--- src/rtl/fetch_pkg.sv ---
// Shared types and constants for the instruction fetch queue.
package fetch_pkg;

  typedef enum logic [1:0] {
    BOOT  = 2'd0,
    RUN   = 2'd1,
    FLUSH = 2'd2
  } fetch_state_t;

  localparam logic [31:0] PC_STEP = 32'd4;

  typedef struct packed {
    logic [31:0] instr;
    logic [31:0] pc;
  } fetch_entry_t;

endpackage

--- src/rtl/fetch_fifo.sv ---
// Circular buffer of fetch_entry_t with same-cycle push/pop at any occupancy
// and a synchronous flush that empties it.
module fetch_fifo
  import fetch_pkg::*;
#(
  parameter int DEPTH = 4,
  localparam int AW = $clog2(DEPTH),
  localparam int CW = AW + 1
) (
  input  logic          clock,
  input  logic          reset_n,
  input  logic          push,
  input  fetch_entry_t  wdata,
  input  logic          pop,
  input  logic          flush,
  output fetch_entry_t  rdata,
  output logic [CW-1:0] count,
  output logic          full,
  output logic          empty
);

  fetch_entry_t  mem [DEPTH];
  logic [AW-1:0] wr_ptr;
  logic [AW-1:0] rd_ptr;
  logic          do_push;
  logic          do_pop;

  assign empty   = (count == '0);
  assign full    = (count == CW'(DEPTH));
  assign do_pop  = pop && !empty;
  assign do_push = push && (!full || do_pop);
  assign rdata   = mem[rd_ptr];

  // NOTE: state registers use non-blocking assignments so every flop samples pre-edge values.
  always_ff @(posedge clock or negedge reset_n) begin
    if (!reset_n) begin
      wr_ptr <= '0;
      rd_ptr <= '0;
      count  <= '0;
    end else if (flush) begin
      wr_ptr <= '0;
      rd_ptr <= '0;
      count  <= '0;
    end else begin
      if (do_push) wr_ptr <= wr_ptr + AW'(1);
      if (do_pop)  rd_ptr <= rd_ptr + AW'(1);
      count <= count + CW'(do_push) - CW'(do_pop);
    end
  end

  // NOTE: storage is not reset; readers qualify rdata with empty/count instead.
  always_ff @(posedge clock) begin
    if (do_push && !flush) mem[wr_ptr] <= wdata;
  end

endmodule

--- src/rtl/instr_fetch_queue.sv ---
// Fetch stage: sequential address generation, credit-limited imem requests, redirect flush.
// Define FETCHQ_BYPASS_EN to forward a response straight to the datapath when the queue is empty.
module instr_fetch_queue
  import fetch_pkg::*;
#(
  parameter int          DEPTH    = 4,
  parameter logic [31:0] RESET_PC = 32'h0000_0000
) (
  input  logic        clock,
  input  logic        reset_n,
  input  logic        redirect,
  input  logic [31:0] redirect_pc,
  output logic        imem_req_valid,
  input  logic        imem_req_ready,
  output logic [31:0] imem_req_addr,
  input  logic        imem_rsp_valid,
  input  logic [31:0] imem_rsp_data,
  output logic        instr_valid,
  input  logic        instr_ready,
  output logic [31:0] instr,
  output logic [31:0] instr_pc
);

  localparam int CW = $clog2(DEPTH) + 1;

  fetch_state_t  state;
  fetch_state_t  state_next;
  logic [31:0]   fetch_pc;
  logic [CW-1:0] inflight;
  logic [CW-1:0] drop;
  logic [CW-1:0] drop_next;
  logic [CW-1:0] occ;
  logic [CW-1:0] sh_count;
  logic          req_fire;
  logic          rsp_take;
  logic          q_push;
  logic          q_pop;
  logic          q_empty;
  logic          q_full;
  logic          sh_empty;
  logic          sh_full;
  fetch_entry_t  q_head;
  fetch_entry_t  q_wdata;
  fetch_entry_t  sh_head;
  fetch_entry_t  sh_wdata;

  // Credits cover both queued words and words still owed by memory, so a push never overflows.
  assign imem_req_valid = (state != BOOT) && !redirect && ((occ + inflight) < CW'(DEPTH));
  assign imem_req_addr  = fetch_pc;
  assign req_fire       = imem_req_valid && imem_req_ready;

  // A response is kept only when no stale words are owed and no redirect is flushing this cycle.
  assign rsp_take = imem_rsp_valid && (drop == '0) && !redirect;
  assign sh_wdata = '{instr: '0, pc: fetch_pc};
  assign q_wdata  = '{instr: imem_rsp_data, pc: sh_head.pc};
  assign q_pop    = instr_ready && !q_empty;

`ifdef FETCHQ_BYPASS_EN
  logic byp;

  assign byp    = rsp_take && q_empty;
  assign q_push = rsp_take && !(byp && instr_ready);

  always_comb begin
    instr_valid = !q_empty || byp;
    instr       = '0;
    instr_pc    = '0;
    if (!q_empty) begin
      instr    = q_head.instr;
      instr_pc = q_head.pc;
    end else if (byp) begin
      instr    = imem_rsp_data;
      instr_pc = sh_head.pc;
    end
  end
`else
  assign q_push      = rsp_take;
  assign instr_valid = !q_empty;
  assign instr       = q_empty ? '0 : q_head.instr;
  assign instr_pc    = q_empty ? '0 : q_head.pc;
`endif

  // Redirect owes every in-flight word except one landing in the same cycle, which dies here.
  // NOTE: every combinational output gets a default first so no latch is inferred.
  always_comb begin
    drop_next = drop;
    if (redirect)                               drop_next = inflight - CW'(imem_rsp_valid);
    else if (imem_rsp_valid && (drop != '0))    drop_next = drop - CW'(1);
    state_next = (drop_next != '0) ? FLUSH : RUN;
  end

  always_ff @(posedge clock or negedge reset_n) begin
    if (!reset_n) begin
      state    <= BOOT;
      fetch_pc <= RESET_PC;
      inflight <= '0;
      drop     <= '0;
    end else begin
      state    <= state_next;
      drop     <= drop_next;
      inflight <= inflight + CW'(req_fire) - CW'(imem_rsp_valid);
      if (redirect)      fetch_pc <= {redirect_pc[31:2], 2'b00};
      else if (req_fire) fetch_pc <= fetch_pc + PC_STEP;
    end
  end

  fetch_fifo #(.DEPTH(DEPTH)) u_instr_q (
    .clock   (clock),
    .reset_n (reset_n),
    .push    (q_push),
    .wdata   (q_wdata),
    .pop     (q_pop),
    .flush   (redirect),
    .rdata   (q_head),
    .count   (occ),
    .full    (q_full),
    .empty   (q_empty)
  );

  // PC shadow: one entry per live request, consumed by the response it belongs to.
  fetch_fifo #(.DEPTH(DEPTH)) u_pc_shadow (
    .clock   (clock),
    .reset_n (reset_n),
    .push    (req_fire),
    .wdata   (sh_wdata),
    .pop     (rsp_take),
    .flush   (redirect),
    .rdata   (sh_head),
    .count   (sh_count),
    .full    (sh_full),
    .empty   (sh_empty)
  );

  logic unused_sigs;
  assign unused_sigs = ^{q_full, sh_count, sh_full, sh_empty, sh_head.instr, redirect_pc[1:0]};

endmodule

--- config.mk ---
export PLATFORM = sky130hd
export DESIGN_NAME = instr_fetch_queue
export DESIGN_NICKNAME = d
export VERILOG_FILES = /design/src/rtl/fetch_pkg.sv /design/src/rtl/fetch_fifo.sv /design/src/rtl/instr_fetch_queue.sv
export SDC_FILE = /design/constraint.sdc
export NUM_CORES = 1
export LEC_CHECK = 0
export ABC_AREA = 1
export CORE_ASPECT_RATIO = 0.7
export CORE_UTILIZATION = 48
export CTS_CLUSTER_DIAMETER = 40
export DETAILED_ROUTE_END_ITERATION = 8
export PLACE_DENSITY = 0.69
export SETUP_SLACK_MARGIN = 0.4
export SYNTH_ARGS = -nofsm -noshare
export SYNTH_HDL_FRONTEND = slang
export SYNTH_SLANG_ARGS = --single-unit
--- constraint.sdc ---
create_clock -name clock -period 10.5 [get_ports clock]
set_input_delay 2.1 -clock clock [delete_from_list [all_inputs] [get_ports clock]]
set_output_delay 2.1 -clock clock [all_outputs]
set_load 0.1 [all_outputs]
# Word-level counts from Yosys, hierarchy flattened

Memory sizes are Yosys's and may differ from the RTL's.
Index checks and enable logic that the tools add are counted.

$add $sub $neg: 14
Order comparisons: 1
Equal/unequal tests: 2
Muxes and demuxes: 21
Reductions and logical operators: 31

Operators with widths:

| kind                                                               | number |
|---|---|
| 32-bit 2-to-1 mux                                                  | 4 |
| 32-bit by 3-bit adder with 32-bit output, second input constant    | 1 |
| 2-bit 2-to-1 mux                                                   | 9 |
| 1-bit logical AND                                                  | 13 |
| 3-bit 2-to-1 mux                                                   | 4 |
| 2-bit nonzero test                                                 | 6 |
| 3-bit by 1-bit subtractor with 3-bit output                        | 4 |
| 3-bit by 1-bit adder with 3-bit output                             | 3 |
| 3-bit zero test                                                    | 3 |
| 2-bit by 1-bit adder with 2-bit output, second input constant      | 4 |
| 3-bit == test, second input constant                               | 2 |
| 3-bit nonzero test                                                 | 2 |
| 1-bit zero test                                                    | 5 |
| 1-bit 2-to-1 mux                                                   | 4 |
| 3-bit adder                                                        | 1 |
| 3-bit less-than comparator, second input constant                  | 1 |
| 3-bit by 1-bit subtractor with 3-bit output, second input constant | 1 |
| 1-bit logical OR                                                   | 2 |

Bits in registers: 54
Bits in writable memories: 384
Input bits: 70
Output and inout port bits: 98
Word-level logic and storage cells: 81
Memories: 2

Memories:

| memory          | words | bits a word | rd ports | clocked after Yosys merged registers in | wr ports | line             | text |
|---|---|---|---|---|---|---|---|
| u_instr_q.mem   | 4     | 64          | 1        | 0                                       | 1        | fetch_fifo.sv:22 | `fetch_entry_t mem [DEPTH];` |
| u_pc_shadow.mem | 4     | 32          | 1        | 0                                       | 1        | fetch_fifo.sv:22 |  |

# Longest topological paths before layout

Depth after elaboration: 9
Depth in mapped cells: 13
Mapped depth without buffers: 13

# Modules after synthesis

From an unflattened synthesis, not the netlist that was laid out.

Cell total of the unflattened synthesis: 1941
Area total of the unflattened synthesis: 23492.5 sq um

Modules (own cells, without submodules):

| module                   | times used | cells each | area an instance (sq um) | sequential area each (sq um) |
|---|---|---|---|---|
| fetch_fifo (u_instr_q)   | 1          | 681        | 10032.1                  | 7862.5 |
| fetch_fifo (u_pc_shadow) | 1          | 681        | 9948.3                   | 7862.5 |
| instr_fetch_queue        | 1          | 579        | 3512.1                   | 950.9 |

# Worst setup path after synthesis

Ideal clock, no wire load.

Path kind: input port to flip-flop
Start point: in redirect
End point: mem u_instr_q.mem[0][10] (netlist name) (enable)
Library setup time: 482 ps
Data arrival time: 5211 ps
Data required time: 10018 ps
Path slack: 4807 ps
Cell stages on the path: 4
Path buffers: 1
Cells stage by stage: buf_2 > nor2_1 > nand2_1 > nor2_1

Cells in the longest elaborated chain, start to end: 6

Ends and longest elaborated chain:

| item                                     | line                                      | text |
|---|---|---|
| start, declared                          | instr_fetch_queue.sv:11                   | `input logic redirect,` |
| 1-bit zero test *                        | fetch_fifo.sv:53, instr_fetch_queue.sv:53 |  |
| 1-bit logical AND                        | instr_fetch_queue.sv:53                   | `assign rsp_take = imem_rsp_valid && (drop == '0) && !redirect;` |
| 1-bit logical AND                        | fetch_fifo.sv:31                          | `assign do_push = push && (!full \|\| do_pop);` |
| 1-bit logical AND *                      | fetch_fifo.sv:53                          | `if (do_push && !flush) mem[wr_ptr] <= wdata;` |
| 1-bit 2-to-1 mux *                       | fetch_fifo.sv:53                          |  |
| 1-bit 2-to-1 mux (implied by the code) * | fetch_fifo.sv:53                          |  |
| end, declared                            | fetch_fifo.sv:22                          |  |

Mark *: on every way between the ends. The rest lies on a longest branch, timed or not.

# Worst setup path in the final report

Start point: in redirect
End point: out imem_req_valid

Cells in the longest elaborated chain, start to end: 3

Ends and longest elaborated chain:

| item                            | line                    | text |
|---|---|---|
| 1-bit zero test                 | instr_fetch_queue.sv:48 | `assign imem_req_valid = (state != BOOT) && !redirect && ((occ + inflight) < CW'(DEPTH));` |
| 1-bit logical AND (2 in series) | instr_fetch_queue.sv:48 |  |
| end, declared                   | instr_fetch_queue.sv:13 | `output logic imem_req_valid,` |

No other way between the ends.

==> PnR_summary.wiki <==
{| class="wikitable"
! Metric !! Value
|-
| Aggregate global-route resource usage || a little over a fifth
|-
| Most instantiated flip-flop cell in the synthesis netlist || sky130_fd_sc_hd__edfxtp_1
|-
| DR DRC count || 0
|-
| Crit Path Class || in2out
|-
| R2R Setup Slk || 7.27 ns
|-
| Kind of capture point of the worst setup path || primary output
|-
| Worst Hold Launch || inflight[0]$_DFF_PN0_
|-
| EDFF count, synth || 368
|-
| Die area || between 30000 and 40000 µm²
|-
| Fraction of the cycle the final worst path needs || around 63%
|-
| Netlist area before placement || 17700 µm²
|-
| Overall power after layout || between 0.006 and 0.007 W
|-
| Insertion delay to the later sink of the worst-skew pair || 0.56 ns
|-
| Cell total after placement || 2145
|-
| Multiplexer area fraction after synthesis || 0%
|-
| Clock slew at the register clock pins of the worst setup and hold paths || about 0.060 ns
|-
| Hold WC Path Type || reg2reg
|-
| HPWL after DPL || approximately 23000 µm
|-
| Router iterations before antenna repair || 5
|-
| Diode count || 0
|-
| Clock tree buffer depth || 3
|-
| Worst reg2reg path endpoint || u_instr_q.count[2]$_DFF_PN0_
|-
| Sequential fraction of the synthesis area || between 60% and 70%
|-
| Final slew viol count || 0
|-
| Congestion Overflow GR || 0
|-
| Count of state elements after synthesis || 420
|-
| Hold violation total from the final report || 0
|-
| End of the critical path || imem_req_valid
|-
| Resized Gates After CTS || 0
|-
| TritonCTS clock tree || done
|-
| Post-synthesis compound-gate area fraction || about 9%
|-
| Share of cells above drive strength 1 || just under 8%
|-
| Worst reg2reg path depth || 11
|-
| Relative slew slack || between 10% and 20%
|-
| Period minus WS final || 6.58 ns
|-
| Synth warn || 0
|-
| Critical Path RT || 8.40 ns
|-
| Initial antenna violation count || 0
|-
| Max Clock Skew || 0.0173 ns
|-
| Avg Inst Size Synth || between 10 and 15 µm²
|-
| Post-detailed-routing wire length || ~40000 µm
|-
| Synth Area in XOR/XNOR || less than 1%
|-
| Pin count of the biggest net entering global routing || approximately 130
|-
| Setup-violating endpoint count in the final report || 0
|-
| Cts-stage hold buffer count || 0
|-
| Global placer's final weighted congestion || about 0.86
|-
| Dominant combinational cell family by area after synthesis || simple AND/OR/NAND/NOR gates
|-
| Initial standard-cell utilization of the core || 49.1%
|-
| Area share of and/or/nand/nor cells after synthesis || between 10% and 20%
|-
| Post-route antenna net violation count || 0
|-
| Timing-limited maximum frequency || 152 MHz
|-
| Max capacitance violation total || 0
|-
| Worst flop-to-flop path startpoint || u_instr_q.count[2]$_DFF_PN0_
|-
| Setup repair after global routing missed its margin || false
|-
| Syn-to-layout area delta || 19.3%
|-
| Number of buffers created by CTS || 44
|-
| Number of global-route vias before repair || about 11000
|-
| Horizontal die dimension || 232 µm
|-
| Number of placed I/O pins || 168
|-
| Number of setup buffers added after CTS || 0
|-
| Number of instances in the synthesized netlist || between 1500 and 2000
|-
| Distinct cells, synth || 40
|-
| Clock root cell || sky130_fd_sc_hd__clkbuf_16
|-
| PortBufs || 161
|-
| Cell area power density || between 300 and 400 nW/µm²
|-
| Vertical die dimension || approximately 160 µm
|-
| Actual slew at the worst max-slew pin || around 1.2 ns
|-
| Detailed-route wire length per cell || between 15 and 20 µm
|-
| Worst voltage drop across the vdd grid || 0.000223 V
|-
| Clock Sink Count || 420
|-
| Launching element of the worst setup path || redirect
|-
| Outcome || finished, final reports clean
|-
| Final nets || around 1800
|-
| Core ar. || approximately 36000 µm²
|-
| Worst path arrival time || roughly 4.5 ns
|-
| Count of vias placed by the detailed router || 11900
|-
| Core Rows || 58
|-
| Post-DR vias/cell || 5.33
|-
| Leakage Power || between 7 and 8 nW
|-
| Post-layout instance count excluding filler cells || between 2000 and 2500
|-
| Critical path peak fanout || 47
|-
| Number of H-tree levels || 2
|-
| Arithmetic-cell share of the synthesized area counting full adders, half adders and majority gates || between 1.5 and 2%
|-
| Number of violations reported at the end of detailed-routing iteration 0 || 943
|-
| Setup TNS || 0 ns
|-
| Share of synthesized flip-flops with an asynchronous set or reset || 12.4%
|-
| Critical path launch point type || input port
|-
| First-pass GRT wire length || approximately 63000 µm
|}
logic make-up (layout without fill, tap and decap cells):
| family | count (synthesis) | after routing |
|---|---|---|
| xor+xnor | 13 | 13 |
| buf+inv | 156 | 333 |
| simple gates | 649 | 649 |
| compound gates | 304 | 304 |
| other cells | 1 | 4 |
| fa+ha+maj | 22 | 22 |
| flops | 420 | 420 |
worst min-delay path by stage:
stage	to	slack (ns)	cells past startpoint
2_1_floorplan	u_pc_shadow.wr_ptr[1]$_DFFE_PN0P_	0.52	2
3_3_place_gp	u_pc_shadow.wr_ptr[1]$_DFFE_PN0P_	0.54	2
3_5_place_dp	inflight[0]$_DFF_PN0_	0.56	1
4_1_cts	inflight[0]$_DFF_PN0_	0.57	1
5_1_grt	inflight[0]$_DFF_PN0_	0.58	1
6_report	inflight[0]$_DFF_PN0_	0.56	1
where the power goes:
group          leakage (nW)  switching [W]  internal [W]
sequential             3.97       0.000160       0.00201
combinational          2.90        0.00222      0.000594
clock                 0.730       0.000650      0.000917
synthesized netlist by cell type, types with 3 or more instances:
cell	n	area share [%]
sky130_fd_sc_hd__a21oi_1	67	1.9
sky130_fd_sc_hd__buf_1	4	0.085
sky130_fd_sc_hd__buf_2	22	0.62
sky130_fd_sc_hd__buf_4	4	0.17
sky130_fd_sc_hd__buf_6	4	0.25
sky130_fd_sc_hd__clkbuf_1	40	0.85
sky130_fd_sc_hd__clkbuf_2	3	0.085
sky130_fd_sc_hd__clkbuf_8	5	0.39
sky130_fd_sc_hd__dfrtp_1	52	7.3
sky130_fd_sc_hd__edfxtp_1	368	62
sky130_fd_sc_hd__fa_1	3	0.34
sky130_fd_sc_hd__ha_1	19	1.3
sky130_fd_sc_hd__inv_1	67	1.4
sky130_fd_sc_hd__inv_2	6	0.13
sky130_fd_sc_hd__nand2_1	176	3.7
sky130_fd_sc_hd__nand2_2	5	0.18
sky130_fd_sc_hd__nand3_1	75	2.1
sky130_fd_sc_hd__nand3_2	5	0.28
sky130_fd_sc_hd__nor2_1	367	7.8
sky130_fd_sc_hd__nor2_2	6	0.21
sky130_fd_sc_hd__nor2_4	3	0.19
sky130_fd_sc_hd__o21ai_0	202	5.7
sky130_fd_sc_hd__o21ai_2	3	0.15
sky130_fd_sc_hd__o22ai_1	30	1.1
sky130_fd_sc_hd__xnor2_1	6	0.30
sky130_fd_sc_hd__xor2_1	7	0.35
metrics by stage:
step	instance area, µm²	hold slack, ns	setup WS, ns	utilization, %
final	21200	0.562	3.92	58.6
after global routing	21200	0.582	3.79	58.6
after floorplan	17800	0.519	4.81	-
after CTS	21200	0.575	3.89	58.6
after detailed placement	19700	0.562	3.88	54.5
after global placement	19700	0.542	3.91	54.5
area by class of cell:
cell class,count,area (µm²)
Sequential cell,420,12400
Multi-Input combinational cell,992,4730
Fill cell,2936,15000
Clock buffer,47,1130
Clock inverter,33,332
Tap cell,480,601
Inverter,74,278
Timing Repair Buffer,179,1740
registers in the layout (all words and copies together), names as in the netlist:
name	cells
state	2
drop	3
imem_req_addr	30
u_instr_q.count	3
u_pc_shadow.mem	120
u_instr_q.mem	248
u_instr_q.wr_ptr	2
u_pc_shadow.count	3
u_pc_shadow.wr_ptr	2
u_pc_shadow.rd_ptr	2
u_instr_q.rd_ptr	2
inflight	3
cells in the final DEF, fill, tap and decap left out, types with 6 or more instances in the layout:
cell type,n
sky130_fd_sc_hd__edfxtp_1,368
sky130_fd_sc_hd__nor2_1,359
sky130_fd_sc_hd__o21ai_0,202
sky130_fd_sc_hd__nand2_1,176
sky130_fd_sc_hd__clkdlybuf4s50_1,160
sky130_fd_sc_hd__nand3_1,75
sky130_fd_sc_hd__inv_1,67
sky130_fd_sc_hd__a21oi_1,67
sky130_fd_sc_hd__dfrtp_1,50
sky130_fd_sc_hd__clkbuf_16,45
sky130_fd_sc_hd__o22ai_1,30
sky130_fd_sc_hd__ha_1,19
sky130_fd_sc_hd__buf_4,18
sky130_fd_sc_hd__nor2_2,10
sky130_fd_sc_hd__clkinv_2,9
sky130_fd_sc_hd__clkinv_1,8
sky130_fd_sc_hd__nor2_4,7
sky130_fd_sc_hd__xor2_1,7
sky130_fd_sc_hd__inv_6,7
sky130_fd_sc_hd__inv_2,6
sky130_fd_sc_hd__xnor2_1,6
per-layer routing:
metal  up-vias  part of all wire [%]  track usage, %
li1       5719                     -               -
met1      5748                    45            31.0
met2       342                    47            33.7
met3        57                   6.1            3.83
met4         0                   1.9            5.44
met5         -                     0               0
worst max-delay path, cell delays in order:
cell	delay [ns]
sky130_fd_sc_hd__clkdlybuf4s50_1	0.39
sky130_fd_sc_hd__buf_4	0.27
sky130_fd_sc_hd__nor2_1	0.35
sky130_fd_sc_hd__nand2_4	0.11
sky130_fd_sc_hd__nor2_4	0.10
sky130_fd_sc_hd__clkdlybuf4s50_1	1.14
No activity file was read; power rests on OpenSTA's default activity.
==> patch (config.mk and constraints unchanged) <==
Add a define of `FETCHQ_BYPASS_EN`.
--- a/src/rtl/instr_fetch_queue.sv
+++ b/src/rtl/instr_fetch_queue.sv
@@ -1,4 +1,6 @@
 // Fetch stage: sequential address generation, credit-limited imem requests, redirect flush.
 // Define FETCHQ_BYPASS_EN to forward a response straight to the datapath when the queue is empty.
+`define FETCHQ_BYPASS_EN
+
 module instr_fetch_queue
   import fetch_pkg::*;
Function: changed (Yosys sat finds a counterexample within 4 cycles, from zero or initial values and one cycle with reset_n low).
==> patch against the unedited design <==
Sequential cell count did not move; combinational power fell by 1%; worst setup slack got worse by 1200 ps; wire length rose by 6.3%; cell area rose by 2.7%; highest routed layer unchanged; clock power rose by 4%; area after synthesis rose by 2.8%; sequential share of layout area fell by 1.6 points; power rose by 0.50%; sequential power barely moved.
==> patch: results (changes against the unedited design) <==
Worst reg2reg startpoint = u_instr_q.count[1]
Largest net degree at the start of global routing = 108 (-14%)
Seq_cells = 420 (unchanged)
Clock Power Share = 24.9% (+1.0 points)
Multi-input logic area = 0.00511 mm^2 (+8.0%)
Count of non-CTS inverters in the layout = 104 (+41%)
R2R depth = 9 (-2)
DRT iter0 DRCs = 1052 (+12%)
First-pass GRT wire length = 66900 um (+6.2%)
Status = complete, no violations
CTS buffer count = 48 (+9.1%)
Gate power share = 42.2% (-0.8 points)
Post-synthesis instance total = 1631 (+4.2%)
Max stage delay on crit path = 1160 ps (+20 ps)
WP data arrival = 5670 ps (+1190 ps)
Multi-input gates = 1021 (+2.9%)
Post-synthesis sequential area ratio = 67.7% (-1.9 points)
Xor-xnor portion of the synthesized cell area = 0.720% (+0.078 points)
Worst R2R End = u_instr_q.mem[2][5]
Final RePlAce weighted congestion = 0.819 (-5.2%)
Dpl hpwl = 24100 um (+5.9%)
R2R Setup Slk = 7080 ps (-190 ps)
Layout cell share with drive strength beyond 1 = 8.02% (+0.28 points)
NumNets Final = 1866 (+3.5%)
Hold_sp = u_pc_shadow.wr_ptr[0]
Leakage = 8.14 nW (+7.1%)
Hold path cells = 2 (+1)
TritonRoute pass-1 iters = 6 (+1)
Worst slack, placed = 2740 ps (-1140 ps)
Final Util = 58.4% (-0.23 points)
Slew headroom = 24.2% (+5.4 points)
Vias in the first global route = 12210 (+6.5%)
Clk tree area frac = 7.15% (+0.23 points)
-- patch: how the worst max path moves through the flow --
stage,start,endpoint,slack (ps)
floorplan,redirect,u_instr_q.mem[0][10],4780
global placement,imem_rsp_valid,instr_pc[31],2750
detailed placement,imem_rsp_valid,instr_pc[31],2740
CTS,imem_rsp_valid,instr_pc[31],2730
global route,imem_rsp_valid,instr_pc[12],2560
finish,imem_rsp_valid,instr_pc[31],2730
-- patch: kinds of logic after synthesis --
group                      count (synthesis)
other                                      1
buffers and inverters                    193
DFF                                      420
and+or+nand+nor                          767
AOI/OAI and AO/OA                        212
xor gates and xnor gates                  15
adders and majority gates                 23
-- patch: routing by layer --
| layer | part of all wire [%] | global-route usage, % | vias to the layer above |
|---|---|---|---|
| met5 | 0 | 0 | - |
| met4 | 1.3 | 5.29 | 0 |
| met3 | 6.1 | 3.82 | 52 |
| met2 | 47 | 35.5 | 336 |
| met1 | 46 | 31.2 | 6087 |
| li1 | - | - | 5955 |
